## src/rtl/iq_merge_if.sv

```systemverilog
// Symbol-in / serial-out bundle for iq_merge: decision stage drives the master side,
// the merger sits on the slave side.
interface iq_merge_if;
    logic       sym_valid;
    logic [1:0] I_dec;
    logic [1:0] Q_dec;
    logic       ser_o;
    logic       ser_valid;
    logic       bit_strobe;
    logic       ovf;
    logic [7:0] err_cnt;

    modport master (
        output sym_valid, I_dec, Q_dec,
        input  ser_o, ser_valid, bit_strobe, ovf, err_cnt
    );

    modport slave (
        input  sym_valid, I_dec, Q_dec,
        output ser_o, ser_valid, bit_strobe, ovf, err_cnt
    );
endinterface

```

## src/rtl/iq_merge.sv

```systemverilog
// QPSK I/Q merger: buffers decided symbols in a small FIFO and re-serialises them
// Q bit first, then I bit. Optional code checking enabled by defining ERR_CHK_EN.
module iq_merge #(
    parameter logic [13:0] BIT_CYCLES = 14'd10000,
    parameter int unsigned FIFO_AW    = 2
) (
    input logic       clk,
    input logic       rst_n,
    iq_merge_if.slave bus
);
    localparam int unsigned DEPTH = 1 << FIFO_AW;
    localparam int unsigned CW    = FIFO_AW + 1;

    typedef enum logic [1:0] {IDLE, OUT_Q, OUT_I} state_t;

    state_t              state;
    state_t              state_nxt;
    logic                sym_v_q;
    logic [1:0]          i_q;
    logic [1:0]          q_q;
    logic [1:0]          mem [DEPTH];
    logic [FIFO_AW-1:0]  wr_ptr;
    logic [FIFO_AW-1:0]  rd_ptr;
    logic [CW-1:0]       count;
    logic                empty;
    logic                full;
    logic                code_ok;
    logic                push;
    logic                drop;
    logic                pop;
    logic                last;
    logic [13:0]         bit_cnt;
    logic [13:0]         bit_cnt_nxt;
    logic [1:0]          hold;
    logic [1:0]          hold_nxt;
    logic                ser_o_nxt;
    logic                ser_valid_nxt;
    logic                strobe_nxt;

    // Input sample stage: decision-stage timing stays off the FIFO write path
    always_ff @(posedge clk or negedge rst_n) begin
        if (!rst_n) begin
            sym_v_q <= 1'b0;
            i_q     <= 2'b00;
            q_q     <= 2'b00;
        end else begin
            sym_v_q <= bus.sym_valid;
            i_q     <= bus.I_dec;
            q_q     <= bus.Q_dec;
        end
    end

`ifdef ERR_CHK_EN
    assign code_ok = i_q[0] & q_q[0];
`else
    logic unused_code;
    assign code_ok     = 1'b1;
    assign unused_code = i_q[0] ^ q_q[0];
`endif

    assign empty = (count == '0);
    assign full  = (count == CW'(DEPTH));
    assign last  = (bit_cnt == BIT_CYCLES - 14'd1);
    assign push  = sym_v_q & code_ok & (~full | pop);
    assign drop  = sym_v_q & code_ok & full & ~pop;

    // Symbol FIFO: entry = {q_bit, i_bit}, occupancy held in count
    always_ff @(posedge clk or negedge rst_n) begin
        if (!rst_n) begin
            for (int k = 0; k < int'(DEPTH); k++) mem[k] <= 2'b00;
            wr_ptr <= '0;
            rd_ptr <= '0;
            count  <= '0;
        end else begin
            if (push) begin
                mem[wr_ptr] <= {~q_q[1], ~i_q[1]};
                wr_ptr      <= wr_ptr + FIFO_AW'(1);
            end
            if (pop) rd_ptr <= rd_ptr + FIFO_AW'(1);
            case ({push, pop})
                2'b10:   count <= count + CW'(1);
                2'b01:   count <= count - CW'(1);
                default: count <= count;
            endcase
        end
    end

    always_ff @(posedge clk or negedge rst_n) begin
        if (!rst_n) state <= IDLE;
        else        state <= state_nxt;
    end

    always_comb begin
        state_nxt = state;
        case (state)
            IDLE:    if (!empty) state_nxt = OUT_Q;
            OUT_Q:   if (last)   state_nxt = OUT_I;
            OUT_I:   if (last)   state_nxt = empty ? IDLE : OUT_Q;
            default: state_nxt = IDLE;
        endcase
    end

    // Output/datapath decode; a pop always loads the Q bit straight from the FIFO head
    always_comb begin
        pop           = 1'b0;
        bit_cnt_nxt   = bit_cnt + 14'd1;
        hold_nxt      = hold;
        ser_o_nxt     = bus.ser_o;
        ser_valid_nxt = bus.ser_valid;
        strobe_nxt    = 1'b0;
        case (state)
            IDLE: begin
                bit_cnt_nxt   = 14'd0;
                ser_o_nxt     = 1'b0;
                ser_valid_nxt = 1'b0;
                if (!empty) begin
                    pop           = 1'b1;
                    hold_nxt      = mem[rd_ptr];
                    ser_o_nxt     = mem[rd_ptr][1];
                    ser_valid_nxt = 1'b1;
                    strobe_nxt    = 1'b1;
                end
            end
            OUT_Q: begin
                if (last) begin
                    bit_cnt_nxt = 14'd0;
                    ser_o_nxt   = hold[0];
                    strobe_nxt  = 1'b1;
                end
            end
            OUT_I: begin
                if (last) begin
                    bit_cnt_nxt = 14'd0;
                    if (!empty) begin
                        pop        = 1'b1;
                        hold_nxt   = mem[rd_ptr];
                        ser_o_nxt  = mem[rd_ptr][1];
                        strobe_nxt = 1'b1;
                    end else begin
                        ser_o_nxt     = 1'b0;
                        ser_valid_nxt = 1'b0;
                    end
                end
            end
            default: begin
                bit_cnt_nxt   = 14'd0;
                ser_o_nxt     = 1'b0;
                ser_valid_nxt = 1'b0;
            end
        endcase
    end

    // Q bit of the holding register is only needed for the pop itself
    logic unused_hold;
    assign unused_hold = hold[1];

    always_ff @(posedge clk or negedge rst_n) begin
        if (!rst_n) begin
            bit_cnt        <= 14'd0;
            hold           <= 2'b00;
            bus.ser_o      <= 1'b0;
            bus.ser_valid  <= 1'b0;
            bus.bit_strobe <= 1'b0;
            bus.ovf        <= 1'b0;
        end else begin
            bit_cnt        <= bit_cnt_nxt;
            hold           <= hold_nxt;
            bus.ser_o      <= ser_o_nxt;
            bus.ser_valid  <= ser_valid_nxt;
            bus.bit_strobe <= strobe_nxt;
            if (drop) bus.ovf <= 1'b1;
        end
    end

    // Invalid-code counter saturates at all ones
    always_ff @(posedge clk or negedge rst_n) begin
        if (!rst_n) begin
            bus.err_cnt <= 8'h00;
        end else begin
`ifdef ERR_CHK_EN
            if (sym_v_q && !code_ok && (bus.err_cnt != 8'hFF))
                bus.err_cnt <= bus.err_cnt + 8'd1;
`else
            bus.err_cnt <= 8'h00;
`endif
        end
    end
endmodule
```

## src/flat_wrapper.sv

```systemverilog
// flat-port wrapper written by rule: the top's interface ports become plain ports
module iq_merge_flat 
#(
    parameter logic [13:0] BIT_CYCLES = 14'd10000,
    parameter int unsigned FIFO_AW    = 2
)
  (clk, rst_n, bus_sym_valid, bus_I_dec, bus_Q_dec, bus_ser_o, bus_ser_valid, bus_bit_strobe, bus_ovf, bus_err_cnt);
  iq_merge_if bus_i ();
  input logic clk;
  input logic rst_n;
  input wire logic [$bits(bus_i.sym_valid)-1:0] bus_sym_valid;
  input wire logic [$bits(bus_i.I_dec)-1:0] bus_I_dec;
  input wire logic [$bits(bus_i.Q_dec)-1:0] bus_Q_dec;
  output wire logic [$bits(bus_i.ser_o)-1:0] bus_ser_o;
  output wire logic [$bits(bus_i.ser_valid)-1:0] bus_ser_valid;
  output wire logic [$bits(bus_i.bit_strobe)-1:0] bus_bit_strobe;
  output wire logic [$bits(bus_i.ovf)-1:0] bus_ovf;
  output wire logic [$bits(bus_i.err_cnt)-1:0] bus_err_cnt;
  assign bus_i.sym_valid = bus_sym_valid;
  assign bus_i.I_dec = bus_I_dec;
  assign bus_i.Q_dec = bus_Q_dec;
  assign bus_ser_o = bus_i.ser_o;
  assign bus_ser_valid = bus_i.ser_valid;
  assign bus_bit_strobe = bus_i.bit_strobe;
  assign bus_ovf = bus_i.ovf;
  assign bus_err_cnt = bus_i.err_cnt;
  iq_merge #(.BIT_CYCLES(BIT_CYCLES), .FIFO_AW(FIFO_AW)) u_core (.clk(clk), .rst_n(rst_n), .bus(bus_i));
endmodule
```

## config.mk

```make
export PLATFORM = sky130hd
export DESIGN_NAME = iq_merge_flat
export DESIGN_NICKNAME = d
export VERILOG_FILES = /design/src/rtl/iq_merge_if.sv /design/src/rtl/iq_merge.sv /design/src/flat_wrapper.sv
export SDC_FILE = /design/constraint.sdc
export NUM_CORES = 1
export LEC_CHECK = 0
export ABC_AREA = 1
export BUFFER_PORTS_ARGS = -buffer_cell sky130_fd_sc_hd__buf_2
export CELL_PAD_IN_SITES_DETAIL_PLACEMENT = 0
export CELL_PAD_IN_SITES_GLOBAL_PLACEMENT = 1
export CORE_MARGIN = 3
export CORE_UTILIZATION = 48
export CTS_CLUSTER_SIZE = 10
export DETAILED_ROUTE_END_ITERATION = 6
export PLACE_DENSITY = 0.91
export SYNTH_ARGS = -nofsm -noshare
export SYNTH_HDL_FRONTEND = slang
export SYNTH_SLANG_ARGS = --single-unit
```

## constraint.sdc

```tcl
create_clock -name clk -period 5.8 [get_ports clk]
set_input_delay 0.29 -clock clk [delete_from_list [all_inputs] [get_ports clk]]
set_output_delay 0.29 -clock clk [all_outputs]
set_load 0.1 [all_outputs]
```

==> results of run 1 <==
## stage by stage
step / instances / setup slack (ps) / utilization [%] / power [W]
after floorplan: 259 / 3800 / - / 0.000883
after global placement: 306 / 3610 / 52.9 / 0.000968
after detailed placement: 306 / 3600 / 52.9 / 0.000976
after CTS: 313 / 3580 / 55.0 / 0.00117
after global routing: 313 / 3450 / 55.0 / 0.00126
final: 313 / 3620 / 55.0 / 0.00115
## sequential cells by signal, indices dropped and copies added, names as in the netlist, 2 cells and up
| name | count |
|---|---|
| u_core.bit_cnt | 14 |
| u_core.count | 3 |
| u_core.mem | 8 |
| u_core.rd_ptr | 2 |
| u_core.state | 2 |
| u_core.wr_ptr | 2 |
## synth_stat cells (2+ instances only)
cell type | instances | area share, %
nand2_2 | 4 | 1.2
nor4_1 | 2 | 0.58
ha_1 | 10 | 5.8
inv_2 | 2 | 0.35
xor2_1 | 3 | 1.2
nor3_1 | 6 | 1.4
nor2_2 | 2 | 0.58
buf_4 | 8 | 2.8
xnor2_1 | 2 | 0.81
o21ai_0 | 7 | 1.6
nor2_1 | 27 | 4.7
a21oi_1 | 7 | 1.6
nand3_1 | 15 | 3.5
nor3b_1 | 2 | 0.69
inv_1 | 29 | 5.0
nand2_1 | 48 | 8.3
nand4_1 | 15 | 4.3
nand2_4 | 2 | 1.0
nor2_4 | 2 | 1.0
dfrtp_1 | 39 | 45
a31oi_1 | 3 | 0.87
nand3_2 | 2 | 0.92
## metal layers
layer | track usage, % | share of wire, % | routed length [um]
met1 | 23.1 | 51 | 1830
met3 | 4.13 | 3.5 | 127
met2 | 23.3 | 44 | 1590
met4 | 6.15 | 1.7 | 61
met5 | 0 | 0 | 0
## cell type report
type	instances	area, um2	area share, %
Multi-Input combinational cell	178	1010	44.1
Sequential cell	39	976	42.6
Inverter	31	116	5.07
Clock buffer	6	82.6	3.60
Tap cell	50	62.6	2.73
Timing Repair Buffer	8	40.0	1.75
Clock inverter	1	5.00	0.218
## critical path, stage by stage, from the launching register on
cell and delay (ps):
dfrtp_1 380, ha_1 230, nand3_2 130, nor2_2 150, nand2_2 110, nand2_4 100
nand3_1 160, fa_1 490, inv_1 90, nand4_1 90, nand3_1 90, nand2_1 50
## logic make-up after synthesis
kind of cell / count (synthesis)
simple gates: 132
buf+inv: 42
flops: 39
compound gates: 22
fa+ha+maj: 11
xor+xnor: 5
other cells: 1
## worst min-delay path by stage
stage	to	cells after the start	slack, ps
floorplan	u_core.bit_cnt[0]$_DFF_PN0_	0	-6
global placement	u_core.i_q[1]$_DFF_PN0_	1	400
detailed placement	u_core.i_q[1]$_DFF_PN0_	1	400
CTS	u_core.i_q[1]$_DFF_PN0_	1	90
global route	u_core.sym_v_q$_DFF_PN0_	1	90
finish	u_core.count[0]$_DFFE_PN0P_	1	100
## power by group through the flow
stage | registers [W] | clock network (W) | logic, W
finish | 0.000424 | 0.000186 | 0.000539
global route | 0.000440 | 0.000203 | 0.000622
CTS | 0.000426 | 0.000193 | 0.000548
detailed placement | 0.000430 | 0 | 0.000546
global placement | 0.000428 | 0 | 0.000540
floorplan | 0.000485 | 0 | 0.000397
==> impl_metrics.ini, run 1 <==
[placed_design]
io_buffers = 8
gp_congestion = 0.774
postPlaceCellArea_um2 = 2210
dp_hpwl_um = 2670

[synthesis]
yosysSeqAreaShare_pct = 45.0
synthMuxAreaShare_pct = 0
synth_edf_count = 0
synth_xor_area_share_pct = 2.02
synth_compound_area_share_pct = 5.89
synth_warnings = 0
synthArstFlopShare_pct = 100
synth_top_family_by_area = simple AND/OR/NAND/NOR gates
synth_fa_ha_area_share_pct = 6.70
syn_inst = 252
synth-seq-cells = 39
yosysUniqueCellTypes = 37
synth-simple-area-share_pct = 30.7
avgSynthCellArea_um2 = 8.60
synth_flop_cell = dfrtp_1
synth.cell_area_um2 = 2170

[sta]
rsz0062_at_grt = false
tns_ps = 0
relSlewSlack_pct = 42.9
drv_slew = 0
finalCritPeriodShare_pct = 37.6
worst_pin_slew_ps = 857
setup_viol = 0
hold_violations = 0
fin_skew_ps = 3.59
hold_ws_ps = 100
fmax_mhz = 458
min_period_ps = 2180

[floorplanning]
start_util_pct = 51.9
core_um2 = 4170
fp-row-count = 23
die_x_um = 73.2
die-area_um2 = 5360
pin_count = 19
die_h_um = 73.2

[clock_network]
cts_hold_buf = 0
clkLatencyLatePin_ps = 290
ctsResizeCount = 0
htree_levels = 2
root_buffer = clkbuf_8
postCtsSetupRepairBufs = 0
clock-sinks = 39
cts.path.max_buffers = 2
cts_tree = built
clk_pin_slew_ps = 70
cts_buffers = 5

[final_layout]
syn2layout_area_growth_pct = 5.83
final_area_um2 = 2290
drive_gt1_share_pct = 12.5
fill_cells = 387
n_antenna_cell = 0
layout_common_cells = nand2_1 (48), dfrtp_1 (39), inv_1 (29)
final_common_cell = nand2_1
final_nets = 281

[global_route]
grt_pass1_vias = 1457
overflow = 0
grt_pass1_wl_um = 6650
track_usage_pct = 16.1
grt_start_max_net_pins = 40
antenna_found_initial = 0

[min_path]
min_path_type = input pin to async pin

[power]
peakVddDrop_mv = 0.204
p_sw_share_pct = 46.6
p_per_area_nw_per_um2 = 501
power_frac_comb_pct = 46.9
p_int_w = 0.000613
p_leak_nw = 1.14
p_sw_w = 0.000535
p_seq_share_pct = 36.9
clkPwrFrac_pct = 16.2

[worst_setup_path]
setup.worst_path.start = u_core.bit_cnt[0]$_DFF_PN0_
required_ps = 5990
worst_ep_arrival_time_ps = 2370
critPathCapture = u_core.count[2]$_DFFE_PN0P_
cp-end-kind = flip-flop
critPathMaxFanout = 5
reg2reg_depth = 11
startpoint_type = flip-flop
worstSetupPathType = flip-flop to flip-flop
r2r_end = u_core.count[2]$_DFFE_PN0P_
rr_startpoint = u_core.bit_cnt[0]$_DFF_PN0_
reg2reg_slack_ps = 3620

[drt]
first_pass_iters = 4
ant_nets = 0
wire_per_inst_um = 11.5
via_count = 1584
wl_um = 3610
vias_per_cell = 5.06
post-route-drc-count = 0
first_iter_violations = 74

[job]
cap_violations = 0

[run_status]
status = finished clean
(Power assumes the default switching activity.)
==> run 2: changes to the inputs <==
--- a/config.mk
+++ b/config.mk
@@ -10,10 +10,10 @@
 export CELL_PAD_IN_SITES_DETAIL_PLACEMENT = 0
 export CELL_PAD_IN_SITES_GLOBAL_PLACEMENT = 1
 export CORE_MARGIN = 3
-export CORE_UTILIZATION = 48
+export CORE_UTILIZATION = 40
 export CTS_CLUSTER_SIZE = 10
 export DETAILED_ROUTE_END_ITERATION = 6
-export PLACE_DENSITY = 0.91
+export PLACE_DENSITY = 0.81
 export SYNTH_ARGS = -nofsm -noshare
 export SYNTH_HDL_FRONTEND = slang
 export SYNTH_SLANG_ARGS = --single-unit
==> constraint.sdc (replaced) <==
create_clock -name clk -period 2 [get_ports clk]
set_input_delay 0.1 -clock clk [delete_from_list [all_inputs] [get_ports clk]]
set_output_delay 0.1 -clock clk [all_outputs]
set_load 0.1 [all_outputs]
==> run 2 against run 1 <==
Register-to-register slack lost 3400 ps. Cell area grew 9.4%. Total power grew to 3.1 times the previous value. First-iteration DRC count shrank 18%. Clock skew grew 0.52 ps. Largest cell class unchanged. Clock-buffer cell count grew 2. Flip-flop and latch count is the same. Global-route usage shrank 0.96 points. Critical path type unchanged. Worst hold slack gained 220 ps. Largest power group unchanged. Die area grew 18%.
==> impl_metrics.ini, run 2 (synthesis gave the netlist of run 1 again) <==
[final_layout]
n_antenna_cell = 0
layout_common_cells = nand2_1 (48), dfrtp_1 (39), inv_1 (29)
largest-register = u_core.bit_cnt
final_core_util_pct = 48.5
final_common_cell = nand2_1
largest_register_ffs = 14
drive_gt1_share_pct = 18.2
biggestRegsByFlops = u_core.bit_cnt (14), u_core.mem (8), u_core.count (3)
fill_cells = 500
fin_cells = 356
syn2layout_area_growth_pct = 15.8
final_nets = 303

[placed_design]
placedCellCount = 344
io_buffers = 8
pre_cts_slack_ps = 53.1
dp_hpwl_um = 3110
gp_congestion = 0.809

[power]
power.total_w = 0.00353
clkPwrFrac_pct = 16.5
p_leak_nw = 1.25
p_per_area_nw_per_um2 = 1410
peakVddDrop_mv = 0.502
p_seq_share_pct = 34.4
power_frac_comb_pct = 49.0
p_sw_w = 0.00160
p_int_w = 0.00193
p_sw_share_pct = 45.3

[sta]
hold_violations = 0
rsz0062_at_grt = false
setup_viol = 0
fin_skew_ps = 4.11
tns_ps = 0
fmax_mhz = 548
relSlewSlack_pct = 64.5
finalCritPeriodShare_pct = 91.3
fin_ws_ps = 174
drv_slew = 0
worst_pin_slew_ps = 532
min_period_ps = 1830

[drt]
post-route-drc-count = 0
wire_per_inst_um = 11.6
vias_per_cell = 4.72
via_count = 1681
first_pass_iters = 4
wl_um = 4120
ant_nets = 0
first_iter_violations = 61

[floorplanning]
pin_count = 19
fp-row-count = 26
die_h_um = 79.6
start_util_pct = 41.9
die_x_um = 79.6
core_um2 = 5170
die-area_um2 = 6340

[global_route]
grt_start_max_net_pins = 24
antenna_found_initial = 0
grt_pass1_wl_um = 7520
track_usage_pct = 15.2
overflow = 0
grt_pass1_vias = 1678

[min_path]
min_path_type = input pin to async pin

[worst_setup_path]
rr_startpoint = u_core.bit_cnt[1]$_DFF_PN0_
worstSetupPathType = flip-flop to flip-flop
reg2reg_depth = 10
critPathMaxFanout = 2
cp-end-kind = flip-flop
required_ps = 2180
reg2reg_slack_ps = 170
startpoint_type = flip-flop
r2r_end = u_core.count[1]$_DFFE_PN0P_
worst_ep_arrival_time_ps = 2000

[clock_network]
clk_pin_slew_ps = 80
clkLatencyLatePin_ps = 290
root_buffer = clkbuf_8
cts_tree = built
cts.path.max_buffers = 2
clock-sinks = 39
cts_buffers = 5
htree_levels = 2

[run_status]
status = finished clean

[job]
cap_violations = 0
run 2: power groups by stage:
stage	clock network, W	registers, W	logic [W]
finish	0.000584	0.00122	0.00173
global route	0.000643	0.00125	0.00199
CTS	0.000606	0.00122	0.00175
detailed placement	0	0.00123	0.00175
global placement	0	0.00122	0.00172
floorplan	0	0.00141	0.00115
run 2: worst max-delay path: stages (launching register included):
cell,delay [ps]
dfrtp_1,360
ha_1,180
nand3_2,90
nor2_2,120
nand2_2,80
nand2_4,60
nand3_1,130
fa_2,550
inv_1,40
nand2_1,50
o21ai_1,50
run 2: worst max path at each step:
stage | slack, ps | endpoint | start | depth (start not counted)
2_1_floorplan | 2 | u_core.count[2]$_DFFE_PN0P_ | u_core.bit_cnt[0]$_DFF_PN0_ | 11
3_3_place_gp | 100 | u_core.count[2]$_DFFE_PN0P_ | u_core.bit_cnt[1]$_DFF_PN0_ | 11
3_5_place_dp | 50 | u_core.count[2]$_DFFE_PN0P_ | u_core.bit_cnt[1]$_DFF_PN0_ | 11
4_1_cts | 40 | u_core.count[2]$_DFFE_PN0P_ | u_core.bit_cnt[1]$_DFF_PN0_ | 11
5_1_grt | 30 | u_core.count[1]$_DFFE_PN0P_ | u_core.bit_cnt[1]$_DFF_PN0_ | 10
6_report | 170 | u_core.count[1]$_DFFE_PN0P_ | u_core.bit_cnt[1]$_DFF_PN0_ | 10
run 2: final cells by class:
| cell class | instances | area (um2) | area share (%) |
|---|---|---|---|
| multi-input cells | 178 | 1010 | 40.4 |
| repair buffers | 30 | 215 | 8.58 |
| well taps | 70 | 87.6 | 3.49 |
| inverters | 31 | 116 | 4.64 |
| flip-flops and latches | 39 | 976 | 38.9 |
| clock buffers | 8 | 100 | 3.99 |
run 2: routing by layer:
metal,part of all wire [%],GRT usage (%)
met1,48,18.9
met2,48,25.2
met3,2.9,4.18
met4,1.7,5.33
met5,0,0
run 2: timing repair:
action | 4_1_cts | 5_1_grt
gates resized for setup | 0 | 1
hold endpoints to repair | 24 | 0
setup endpoints to repair | 0 | 2
buffers inserted | 0 | 0
hold buffers | 4 | 0
run 2: metrics by stage:
| step | instance area, um2 | hold slack [ps] |
|---|---|---|
| finish | 2510 | 319 |
| global placement | 2370 | 118 |
| global route | 2510 | 360 |
| floorplan | 2190 | -196 |
| CTS | 2510 | 340 |
| detailed placement | 2370 | 121 |
==> run 3: changes to the inputs <==
--- a/config.mk
+++ b/config.mk
@@ -10,10 +10,11 @@
 export CELL_PAD_IN_SITES_DETAIL_PLACEMENT = 0
 export CELL_PAD_IN_SITES_GLOBAL_PLACEMENT = 1
 export CORE_MARGIN = 3
-export CORE_UTILIZATION = 40
+export CORE_UTILIZATION = 48
 export CTS_CLUSTER_SIZE = 10
 export DETAILED_ROUTE_END_ITERATION = 6
-export PLACE_DENSITY = 0.81
+export PLACE_DENSITY = 0.91
+export REMOVE_ABC_BUFFERS = 1
 export SYNTH_ARGS = -nofsm -noshare
 export SYNTH_HDL_FRONTEND = slang
 export SYNTH_SLANG_ARGS = --single-unit
==> constraint.sdc (replaced) <==
create_clock -name clk -period 2.3 [get_ports clk]
set_input_delay 0.115 -clock clk [delete_from_list [all_inputs] [get_ports clk]]
set_output_delay 0.115 -clock clk [all_outputs]
set_load 0.1 [all_outputs]
==> run 3 against run 2 <==
Setup slack better by 69 ps. Via count is 4.9% lower. Critical path depth is 1 higher. Fmax is 11% lower. Clock skew is 3.3 ps higher. Worst hold slack better by 150 ps. Die area is 15% lower. Sequential share of layout area is 2.5 points higher. Cell area is 6.1% lower. Core utilization is 8.0 points higher. Combinational power is 18% lower. Register-to-register slack better by 70 ps.
==> impl_metrics.ini, run 3 (synthesis gave the netlist of run 1 again) <==
[power]
p_sw_share_pct = 46.5
clkPwrFrac_pct = 15.6
p_leak_nw = 1.16
p_sw_w = 0.00137
peakVddDrop_mv = 0.821
p_per_area_nw_per_um2 = 1250
p_int_w = 0.00158
power_frac_comb_pct = 48.0
p_seq_share_pct = 36.5

[final_layout]
final_common_cell = nand2_1
layout_common_cells = nand2_1 (48), dfrtp_1 (39), inv_1 (29)
n_antenna_cell = 0
drive_gt1_share_pct = 13.8
biggestRegsByFlops = u_core.bit_cnt (14), u_core.mem (8), u_core.count (3)
final_nets = 287
syn2layout_area_growth_pct = 8.72
largest_register_ffs = 14
final_core_util_pct = 56.5
fill_cells = 376
final_area_um2 = 2360
largest-register = u_core.bit_cnt

[placed_design]
postPlaceCellArea_um2 = 2220
pre_cts_slack_ps = 84.2
dp_hpwl_um = 2860
io_buffers = 8
gp_congestion = 0.883

[worst_setup_path]
crit_path_cell_trace = ha_1 -> nand3_2 -> nor2_2 -> nand2_2 -> nand2_4 -> nand3_2 -> fa_2 -> inv_1 -> nand4_1 -> nand3_1 -> nand2_1
cp_slowest_cell = fa_2
r2r_end = u_core.count[2]$_DFFE_PN0P_
startpoint_type = flip-flop
cp-end-kind = flip-flop
cp_top_family = simple AND/OR/NAND/NOR gates
path_depth = 11
cp_common_cell = nand3_2
reg2reg_depth = 11
rr_startpoint = u_core.bit_cnt[0]$_DFF_PN0_
required_ps = 2480
critPathMaxFanout = 5
max_stage_delay_ps = 430
worst_ep_arrival_time_ps = 2230
worstSetupPathType = flip-flop to flip-flop
reg2reg_slack_ps = 240
cp_num_buf_inv = 1

[global_route]
track_usage_pct = 16.8
grt_pass1_wl_um = 7000
grt_start_max_net_pins = 40
grt_pass1_vias = 1544
antenna_found_initial = 0
overflow = 0

[floorplanning]
fp-row-count = 23
die_h_um = 73.2
start_util_pct = 51.9
die_x_um = 73.2
die-area_um2 = 5360
pin_count = 19
core_um2 = 4170

[min_path]
hold_start = bus_sym_valid
hold_end = u_core.sym_v_q$_DFF_PN0_
min_path_type = input pin to flip-flop
min_path_cells = 2

[sta]
finalCritPeriodShare_pct = 89.4
rsz0062_at_grt = false
hold_violations = 0
fin_ws_ps = 243
setup_viol = 0
drv_slew = 0
fmax_mhz = 486
tns_ps = 0
relSlewSlack_pct = 43.0
worst_pin_slew_ps = 855
fin_skew_ps = 7.40
min_period_ps = 2060

[job]
cap_violations = 0

[drt]
post-route-drc-count = 0
first_pass_iters = 4
first_iter_violations = 101
wire_per_inst_um = 12.0
via_count = 1598
vias_per_cell = 5.01
ant_nets = 0
wl_um = 3820

[run_status]
status = finished clean

[clock_network]
htree_levels = 2
cts_buffers = 5
cts_tree = built
root_buffer = clkbuf_8
clk_pin_slew_ps = 70
clock-sinks = 39
cts.path.max_buffers = 2
clkLatencyLatePin_ps = 280
==> run 3: worst register-to-register path, cell delays in order (launching register included) <==
cell and delay, ps:
dfrtp_1 380, ha_1 230, nand3_2 120, nor2_2 140
nand2_2 110, nand2_4 110, nand3_2 120, fa_2 430
inv_1 80, nand4_1 90, nand3_1 80, nand2_1 50
==> run 3: cell type report <==
cell class	instances	area, um2	area share, %
flip-flops and latches	39	976	41.4
well taps	50	62.6	2.66
clock inverters	1	5.00	0.212
clock buffers	6	82.6	3.51
inverters	31	116	4.94
multi-input cells	178	1020	43.2
repair buffers	14	95.1	4.04
==> run 3: power groups by stage <==
stage                     logic [W]  clock network [W]  registers, W
after detailed placement    0.00141                  0       0.00109
final                       0.00142           0.000460       0.00108
after floorplan            0.000958                  0       0.00123
after global placement      0.00140                  0       0.00108
after CTS                   0.00142           0.000470       0.00108
after global routing        0.00163           0.000501       0.00111
==> run 3: worst max path at each step <==
stage / slack (ps) / to / startpoint
floorplan: 300 / u_core.count[2]$_DFFE_PN0P_ / u_core.bit_cnt[0]$_DFF_PN0_
global placement: 150 / u_core.count[2]$_DFFE_PN0P_ / u_core.bit_cnt[0]$_DFF_PN0_
detailed placement: 80 / u_core.count[2]$_DFFE_PN0P_ / u_core.bit_cnt[0]$_DFF_PN0_
CTS: 80 / u_core.count[2]$_DFFE_PN0P_ / u_core.bit_cnt[0]$_DFF_PN0_
global route: 60 / u_core.count[2]$_DFFE_PN0P_ / u_core.bit_cnt[0]$_DFF_PN0_
finish: 240 / u_core.count[2]$_DFFE_PN0P_ / u_core.bit_cnt[0]$_DFF_PN0_
==> run 3: what timing repair did <==
action                                  4_1_cts  5_1_grt
gates resized for setup                       0        2
endpoints found under the hold margin        42        0
hold buffers                                  4        0
endpoints found under the setup margin        0        1
buffers inserted                              0        0
==> run 3: metrics by stage <==
step	total power, W	cells	hold slack, ps
CTS	0.00297	319	468
detailed placement	0.00250	308	224
floorplan	0.00219	248	-181
global route	0.00324	319	485
global placement	0.00248	308	222
finish	0.00295	319	474
==> run 3: routing by layer <==
metal	track usage [%]	vias up	share of wire [%]
li1	-	838	-
met1	23.4	730	50
met2	25.8	26	45
met3	3.72	4	3.9
met4	5.53	0	0.97
met5	0	-	0
